`config.mk`:
```
export PLATFORM = sky130hd
export DESIGN_NAME = box_plotter_gen
export DESIGN_NICKNAME = d
export VERILOG_FILES = /design/src/rtl/box_plotter_gen.sv
export SDC_FILE = /design/constraint.sdc
export NUM_CORES = 1
export LEC_CHECK = 0
export ABC_AREA = 1
export CAP_MARGIN = 20
export CORE_ASPECT_RATIO = 1.1
export CORE_UTILIZATION = 35
export DETAILED_ROUTE_END_ITERATION = 8
export SYNTH_ARGS = -nofsm -noshare
export SYNTH_HDL_FRONTEND = slang
export SYNTH_SLANG_ARGS = --single-unit
export TNS_END_PERCENT = 1
```
`constraint.sdc`:
```
create_clock -name iClock -period 2 [get_ports iClock]
set_input_delay 0.3 -clock iClock [delete_from_list [all_inputs] [get_ports iClock]]
set_output_delay 0.3 -clock iClock [all_outputs]
set_load 0.02 [all_outputs]
```
`src/rtl/box_plotter_gen.sv`:
```
// Rectangle / full-screen-clear pixel generator for the VGA adapter write port.
// Emits one registered pixel per clock; off-screen and outline-interior positions still take a cycle.
module box_plotter_gen #(
   parameter int X_SCREEN_PIXELS = 160,
   parameter int Y_SCREEN_PIXELS = 120,
   parameter int X_W             = 8,
   parameter int Y_W             = 7,
   parameter int COLOUR_W        = 3,
   parameter int BOX_W           = 4,
   parameter int BOX_H           = 4
) (
   input  logic                iClock,
   input  logic                iResetn,
   input  logic                iLoadX,
   input  logic                iPlotBox,
   input  logic                iBlack,
   input  logic                iOutline,
   input  logic [COLOUR_W-1:0] iColour,
   input  logic [X_W-1:0]      iXY_Coord,
   output logic [X_W-1:0]      oX,
   output logic [Y_W-1:0]      oY,
   output logic [COLOUR_W-1:0] oColour,
   output logic                oPlot,
   output logic                oDone
);
   typedef enum logic [1:0] {IDLE, DRAW, CLEAR} state_t;

   localparam logic [X_W-1:0] BXL = X_W'(BOX_W-1);
   localparam logic [Y_W-1:0] BYL = Y_W'(BOX_H-1);
   localparam logic [X_W-1:0] SXL = X_W'(X_SCREEN_PIXELS-1);
   localparam logic [Y_W-1:0] SYL = Y_W'(Y_SCREEN_PIXELS-1);

   state_t              state, n_state;
   logic [X_W-1:0]      xreg, xs, n_xs, dx, n_dx, n_ox;
   logic [Y_W-1:0]      ys, n_ys, dy, n_dy, n_oy;
   logic [COLOUR_W-1:0] col, n_col, n_ocol;
   logic                outl, n_outl, fin, n_fin, n_plot, n_done;
   logic [X_W:0]        sx;
   logic [Y_W:0]        sy;
   logic                onscr, border;

   // extra bit keeps the on-screen test from wrapping
   assign sx     = {1'b0, xs} + {1'b0, dx};
   assign sy     = {1'b0, ys} + {1'b0, dy};
   assign onscr  = (sx < (X_W+1)'(X_SCREEN_PIXELS)) && (sy < (Y_W+1)'(Y_SCREEN_PIXELS));
   assign border = (dx == '0) || (dx == BXL) || (dy == '0) || (dy == BYL);

   always_ff @(posedge iClock or negedge iResetn) begin
      if (!iResetn) xreg <= '0;
      else if (iLoadX) xreg <= iXY_Coord;
   end

   always_ff @(posedge iClock or negedge iResetn) begin
      if (!iResetn) begin
         state <= IDLE;
         xs <= '0; ys <= '0; col <= '0; outl <= 1'b0;
         dx <= '0; dy <= '0; fin <= 1'b0;
         oX <= '0; oY <= '0; oColour <= '0; oPlot <= 1'b0; oDone <= 1'b0;
      end else begin
         state <= n_state;
         xs <= n_xs; ys <= n_ys; col <= n_col; outl <= n_outl;
         dx <= n_dx; dy <= n_dy; fin <= n_fin;
         oX <= n_ox; oY <= n_oy; oColour <= n_ocol; oPlot <= n_plot; oDone <= n_done;
      end
   end

   always_comb begin
      n_state = state;
      n_xs = xs; n_ys = ys; n_col = col; n_outl = outl;
      n_dx = dx; n_dy = dy; n_fin = fin;
      n_ox = oX; n_oy = oY; n_ocol = oColour; n_plot = 1'b0; n_done = oDone;
      case (state)
         IDLE: begin
            if (iBlack) begin
               n_state = CLEAR;
               n_dx = '0; n_dy = '0; n_fin = 1'b0; n_done = 1'b0;
            end else if (iPlotBox) begin
               n_state = DRAW;
               n_xs = xreg;  // pre-update value when iLoadX is also high
               n_ys = iXY_Coord[Y_W-1:0];
               n_col = iColour; n_outl = iOutline;
               n_dx = '0; n_dy = '0; n_fin = 1'b0; n_done = 1'b0;
            end
         end
         DRAW: begin
            if (fin) begin
               n_state = IDLE; n_fin = 1'b0; n_done = 1'b1;
            end else begin
               n_ox = sx[X_W-1:0];
               n_oy = sy[Y_W-1:0];
               n_ocol = col;
               n_plot = onscr && (!outl || border);
               if (dx == BXL) begin
                  n_dx = '0;
                  if (dy == BYL) n_fin = 1'b1;
                  else n_dy = dy + 1'b1;
               end else n_dx = dx + 1'b1;
            end
         end
         CLEAR: begin
            if (fin) begin
               n_state = IDLE; n_fin = 1'b0; n_done = 1'b1;
            end else begin
               n_ox = dx; n_oy = dy; n_ocol = '0; n_plot = 1'b1;
               if (dx == SXL) begin
                  n_dx = '0;
                  if (dy == SYL) n_fin = 1'b1;
                  else n_dy = dy + 1'b1;
               end else n_dx = dx + 1'b1;
            end
         end
         default: n_state = IDLE;
      endcase
   end
endmodule

```
==> flow_metrics.py, run 1 <==
metrics = {
    "status": {
        "status": "finished clean",
    },
    "routing": {
        "wl_um": 9100,
        "routed_via_density": 4.85,
        "vias": 3189,
        "ant_nets": 0,
        "drt_iter0_markers": 162,
        "dr.pass1.iters": 4,
        "routedWlPerCell_um": 13.8,
        "drc": 0,
    },
    "clock_network": {
        "clk_latency_ns": 0.33,
        "cts_tree": "built",
        "cts.sinks": 65,
        "clockBufferDepth": 2,
        "path_clk_slew_ns": 0.06,
        "cts_buffers": 9,
        "h-tree-depth": 3,
        "cts_root_buffer": "clkbuf_16",
    },
    "floorplan": {
        "dieArea_sq_mm": 0.0111,
        "initial_core_util_pct": 36.0,
        "core-area_sq_mm": 0.0104,
        "fp-row-count": 39,
        "die_h_um": 110,
        "die_x_um": 101,
        "io_pins": 37,
    },
    "timing": {
        "whs_ns": 0.449,
        "min_period_ns": 1.86,
        "slew_headroom_pct": 67.7,
        "rsz0062_at_grt": "true",
        "hold_viol": 0,
        "drv_slew": 0,
        "worst_slew_pin_slew_ns": 0.484,
        "tns_ns": 0,
        "period_share_pct": 93.0,
        "clock_skew_ns": 0.00607,
        "report.final.setup_viol": 0,
        "clock.fmax_mhz": 538,
    },
    "global_route": {
        "grt_pass1_wl_um": 15400,
        "antenna_found_initial": 0,
        "grt_max_degree": 48,
        "grt_pass1_vias": 3220,
        "grtUsageTotal_pct": 18.2,
        "grt-ovfl-total": 0,
    },
    "yosys": {
        "synthesis.nets": 500,
        "synth_edf_count": 0,
        "yosysWarnings": 0,
        "synth_area_sq_mm": 0.00374,
        "synth_most_common_cell": "nand2_1",
        "async_flop_share_pct": 100,
        "synth_ff_type": "dfrtp_1",
        "synth_top_cells_by_count": "nand2_1, dfrtp_1, inv_1",
        "syn_area_per_cell_sq_um": 8.16,
        "yosys-top-cells-area": "dfrtp_1, nand2_1, ha_1",
        "yosysUniqueCellTypes": 36,
        "netlist.area_leader.share_pct": 43.5,
        "synthCells": 458,
        "synth_area_leader_cell": "dfrtp_1",
        "yosysSeqAreaShare_pct": 43.5,
        "synth.ff_latch_count": 65,
    },
    "final_layout": {
        "fillers": 1043,
        "num_antenna_cells": 0,
        "layout-drive-gt1-share_pct": 13.4,
        "final_cells": 658,
        "fin_nets": 552,
        "final_area_sq_mm": 0.00467,
        "seqCellArea_sq_mm": 0.00163,
        "syn2layout_area_growth_pct": 25.0,
        "multi_input_comb_area_sq_mm": 0.00184,
    },
    "critical_path": {
        "crit_buf_inv": 2,
        "end_kind": "flop",
        "worstPathRequired_ns": 2.25,
        "cpMostUsedCell": "nand4_1",
        "cp-start-kind": "flop",
        "path_cells": "buf_4 -> ha_1 -> nand4_1 -> nor2_1 -> inv_1 -> a21oi_2 -> and2_4 -> nand4_1 -> o21ai_0",
        "cp_top_family": "simple AND/OR/NAND/NOR gates",
        "cpPeakStageDelay_ns": 0.34,
        "critical_path_arrival_ns": 2.11,
        "crit_slowest_cell": "dfrtp_1",
        "r2r_slack_ns": 0.14,
        "cp_max_fo": 14,
        "critPathKind": "reg2reg",
    },
    "min_path": {
        "min_path_type": "in2async",
    },
    "place": {
        "port_buffers": 36,
        "dp_cells": 639,
        "dp_hpwl_um": 6810,
        "post_dp_cell_area_sq_mm": 0.00432,
        "gp_congestion": 0.828,
    },
    "power_and_ir_drop": {
        "power.density_mw_per_mm2": 1470,
        "peakVddDrop_uv": 582,
        "total_power_mw": 6.85,
        "power.leakage_nw": 2.27,
    },
    "job": {
        "maxCapViolCount": 0,
    },
}
-- repair_timing --
action                     CTS  global route
hold buffers                 1             0
hold endpoints to repair    18             0
buffers inserted             0             2
setup endpoints to repair    0             7
gates resized for setup      0             7
-- stage by stage --
step           utilization [%]  setup WS [ns]
5_1_grt                   45.0        -0.0484
6_report                  45.0          0.140
3_3_place_gp              41.5          0.139
3_5_place_dp              41.5         0.0995
4_1_cts                   44.6         0.0750
2_1_floorplan                -          0.238
-- where the power goes --
group | internal (mW) | total [mW] | switching, mW
Combinational | 1.31 | 3.18 | 1.87
Clock | 1.00 | 1.60 | 0.601
Sequential | 1.77 | 2.06 | 0.291
Total | 4.08 | 6.85 | 2.76
-- flip-flops by register name, summed over array words and instances (netlist names), 2 cells and up --
register and flops:
col 3, dx 8, dy 7, oColour 3, oX 8, oY 7, state 2, xreg 8
xs 8, ys 7
-- layout by cell type, fill, tap and decap left out, types with 2 or more instances in the layout --
master and count:
nand3b_1 2, nand4_1 3, nor2_1 39, clkbuf_16 9, o21ai_2 3, nor2_2 4
clkinv_4 2, nor3b_2 2, xor2_1 5, nand2_2 4, dfrtp_1 65, clkdlybuf4s50_1 35
fa_2 2, o21ai_0 40, inv_1 55, buf_4 16, nand2_1 107, nor3_1 8
ha_1 22, clkinvlp_4 2, mux2_2 11, o21a_1 3, a21oi_2 2, xnor2_1 2
nand3_1 29, a31oi_1 3, nand3_2 3, a21oi_1 22
-- worst paths after layout --
check	start	end	depth (start not counted)
min reg2reg	oColour[2]	oColour[2]	2
min	iResetn	ys[0]	2
max in group asynchronous	iResetn	oX[3]	3
max reg2reg	dx[0]	dy[6]	9
min in group iClock	oColour[2]	oColour[2]	2
max	dx[0]	dy[6]	9
-- per-layer routing --
metal | GRT usage (%) | vias to the layer above | wire (um)
met5 | 0 | - | 0
met4 | 7.97 | 0 | 187
met3 | 3.34 | 14 | 277
met2 | 31.8 | 68 | 4550
met1 | 22.0 | 1515 | 4090
li1 | - | 1592 | -
-- area by class of cell --
type	count	area share, %
flip-flops and latches	65	34.8
repair buffers	54	10.8
clock buffers	10	5.12
multi-input cells	324	39.5
inverters	56	4.50
clock inverters	6	1.45
well taps	143	3.83
-- logic make-up after synthesis --
group           count (synthesis)  synth area share [%]
simple gates                  204                  23.5
mux                            11                  3.31
buf+inv                        69                  7.73
flops                          65                  43.5
fa+ha+maj                      25                  8.77
xor+xnor                        7                  1.64
compound gates                 77                  11.5
(Power assumes the default switching activity.)
==> inputs of run 2 (changes only) <==
--- a/config.mk
+++ b/config.mk
@@ -8,8 +8,9 @@
 export ABC_AREA = 1
 export CAP_MARGIN = 20
 export CORE_ASPECT_RATIO = 1.1
-export CORE_UTILIZATION = 35
+export CORE_UTILIZATION = 57
 export DETAILED_ROUTE_END_ITERATION = 8
+export PLACE_DENSITY = 0.8
 export SYNTH_ARGS = -nofsm -noshare
 export SYNTH_HDL_FRONTEND = slang
 export SYNTH_SLANG_ARGS = --single-unit
==> flow_metrics.py, run 2 (synthesis results as in run 1) <==
metrics = {
    "critical_path": {
        "critical_path_arrival_ns": 2.26,
        "critPathKind": "reg2reg",
        "end_kind": "flop",
        "cp_max_fo": 2,
        "cp-start-kind": "flop",
        "worstPathRequired_ns": 2.28,
    },
    "min_path": {
        "min_path_type": "reg2reg",
    },
    "timing": {
        "slew_headroom_pct": 64.0,
        "min_period_ns": 1.98,
        "hold_viol": 0,
        "whs_ns": 0.472,
        "worst_slew_pin_slew_ns": 0.540,
        "clock_skew_ns": 0.0103,
        "period_share_pct": 99.0,
        "report.final.setup_viol": 0,
        "drv_slew": 0,
        "tns_ns": 0,
        "rsz0062_at_grt": "true",
        "clock.fmax_mhz": 505,
    },
    "final_layout": {
        "final_common_cell": "nand2_1",
        "seqCellArea_sq_mm": 0.00163,
        "final_cells": 592,
        "final_cell_mix": "nand2_1, dfrtp_1, inv_1, o21ai_0, nor2_1",
        "multi_input_comb_area_sq_mm": 0.00187,
        "num_antenna_cells": 0,
        "syn2layout_area_growth_pct": 20.6,
        "fillers": 492,
        "fin_nets": 550,
        "layout-drive-gt1-share_pct": 15.0,
        "finalCoreUtilization_pct": 71.9,
    },
    "power_and_ir_drop": {
        "power.switching_mw": 2.70,
        "power.density_mw_per_mm2": 1430,
        "power.internal_mw": 3.73,
        "swShare_pct": 42.0,
        "peakVddDrop_uv": 902,
        "pwr-share-comb_pct": 50.2,
        "power.leakage_nw": 2.22,
        "sequentialPowerShare_pct": 32.3,
        "clockPowerShare_pct": 17.5,
    },
    "routing": {
        "vias": 3273,
        "routedWlPerCell_um": 14.8,
        "dr.pass1.iters": 4,
        "ant_nets": 0,
        "drc": 0,
        "drt_iter0_markers": 242,
        "wl_um": 8770,
        "routed_via_density": 5.53,
    },
    "clock_network": {
        "h-tree-depth": 3,
        "clockBufferDepth": 2,
        "path_clk_slew_ns": 0.07,
        "cts.sinks": 65,
        "cts_buffers": 9,
        "cts_tree": "built",
        "clk_latency_ns": 0.35,
        "cts_root_buffer": "clkbuf_8",
    },
    "global_route": {
        "grt_pass1_vias": 3101,
        "antenna_found_initial": 0,
        "grtUsageTotal_pct": 27.9,
        "grt_max_degree": 66,
        "grt_pass1_wl_um": 14500,
        "grt-ovfl-total": 0,
    },
    "place": {
        "port_buffers": 36,
        "gp_congestion": 0.937,
        "dp_cells": 572,
        "dp_hpwl_um": 6280,
    },
    "status": {
        "status": "finished clean",
    },
    "floorplan": {
        "die_x_um": 79.2,
        "io_pins": 37,
        "initial_core_util_pct": 59.6,
        "core-area_sq_mm": 0.00627,
        "fp-row-count": 30,
        "die_h_um": 86.9,
        "dieArea_sq_mm": 0.00688,
    },
    "job": {
        "maxCapViolCount": 0,
    },
}
## run 2: cell types whose count changed in the layout (fill, tap and decap cells not counted), moves of 3 or more
| cell | delta |
|---|---|
| nand2_1 | -8 |
| nand2_2 | +8 |
| buf_4 | -3 |
| clkbuf_8 | +10 |
| clkbuf_16 | -9 |
## run 2: layout make-up
type,instances,share of cell area (%)
inverter,56,4.66
multi-input combinational,324,41.5
sequential,65,36.1
clock inverter,3,0.888
tap,80,2.22
clock buffer,12,3.44
timing repair buffer,52,11.2
## run 2: per-stage QoR
step	cell area, sq um	power, mW	worst slack, ns
floorplan	3740	4.12	0.238
global placement	4220	5.05	0.145
detailed placement	4220	5.16	0.0602
CTS	4430	6.31	0.0365
global route	4510	6.87	-0.124
finish	4510	6.43	0.0202
## run 2: power by group through the flow
stage	clock [mW]	sequential (mW)	combinational (mW)
final	1.13	2.08	3.23
after global routing	1.20	2.11	3.56
after CTS	1.14	2.08	3.09
after detailed placement	0	2.10	3.06
after global placement	0	2.08	2.97
after floorplan	0	2.25	1.86
## run 2: metal layers
metal  vias up  track usage [%]  wire, um
li1       1582                -         -
met1      1528             35.1      3730
met2       130             46.5      4260
met3        33             4.19       433
met4         0             14.5       350
met5         -                0         0
## run 2: final timing paths
check / from / endpoint / slack (ns) / cells past startpoint
min in group asynchronous: iResetn / xs[1] / 0.50 / 3
min reg2reg: oColour[2] / oColour[2] / 0.47 / 2
max: xs[0] / oPlot / 0.02 / 16
min: oColour[2] / oColour[2] / 0.47 / 2
max in group asynchronous: iResetn / state[1] / 1.22 / 3
max reg2reg: xs[0] / oPlot / 0.02 / 16
## run 2: timing repair
| item | in CTS | in global routing |
|---|---|---|
| resized for setup | 0 | 21 |
| hold buffers | 1 | 0 |
| buffers inserted | 0 | 4 |
| setup endpoints to repair | 0 | 9 |
| endpoints found under the hold margin | 65 | 0 |
## run 2: critical path, stage by stage, from the launching register on
cell and delay, ns:
dfrtp_1 0.38, ha_2 0.20, inv_2 0.04, fa_2 0.38
inv_2 0.06, nand2_2 0.05, nand2_2 0.08, nand3_2 0.08
nand2_2 0.07, nand2_2 0.06, nand2_2 0.08, nand2_2 0.05
nand2_2 0.07, nand2_2 0.06, nor2_4 0.10, nor2_2 0.04
nor2_1 0.09
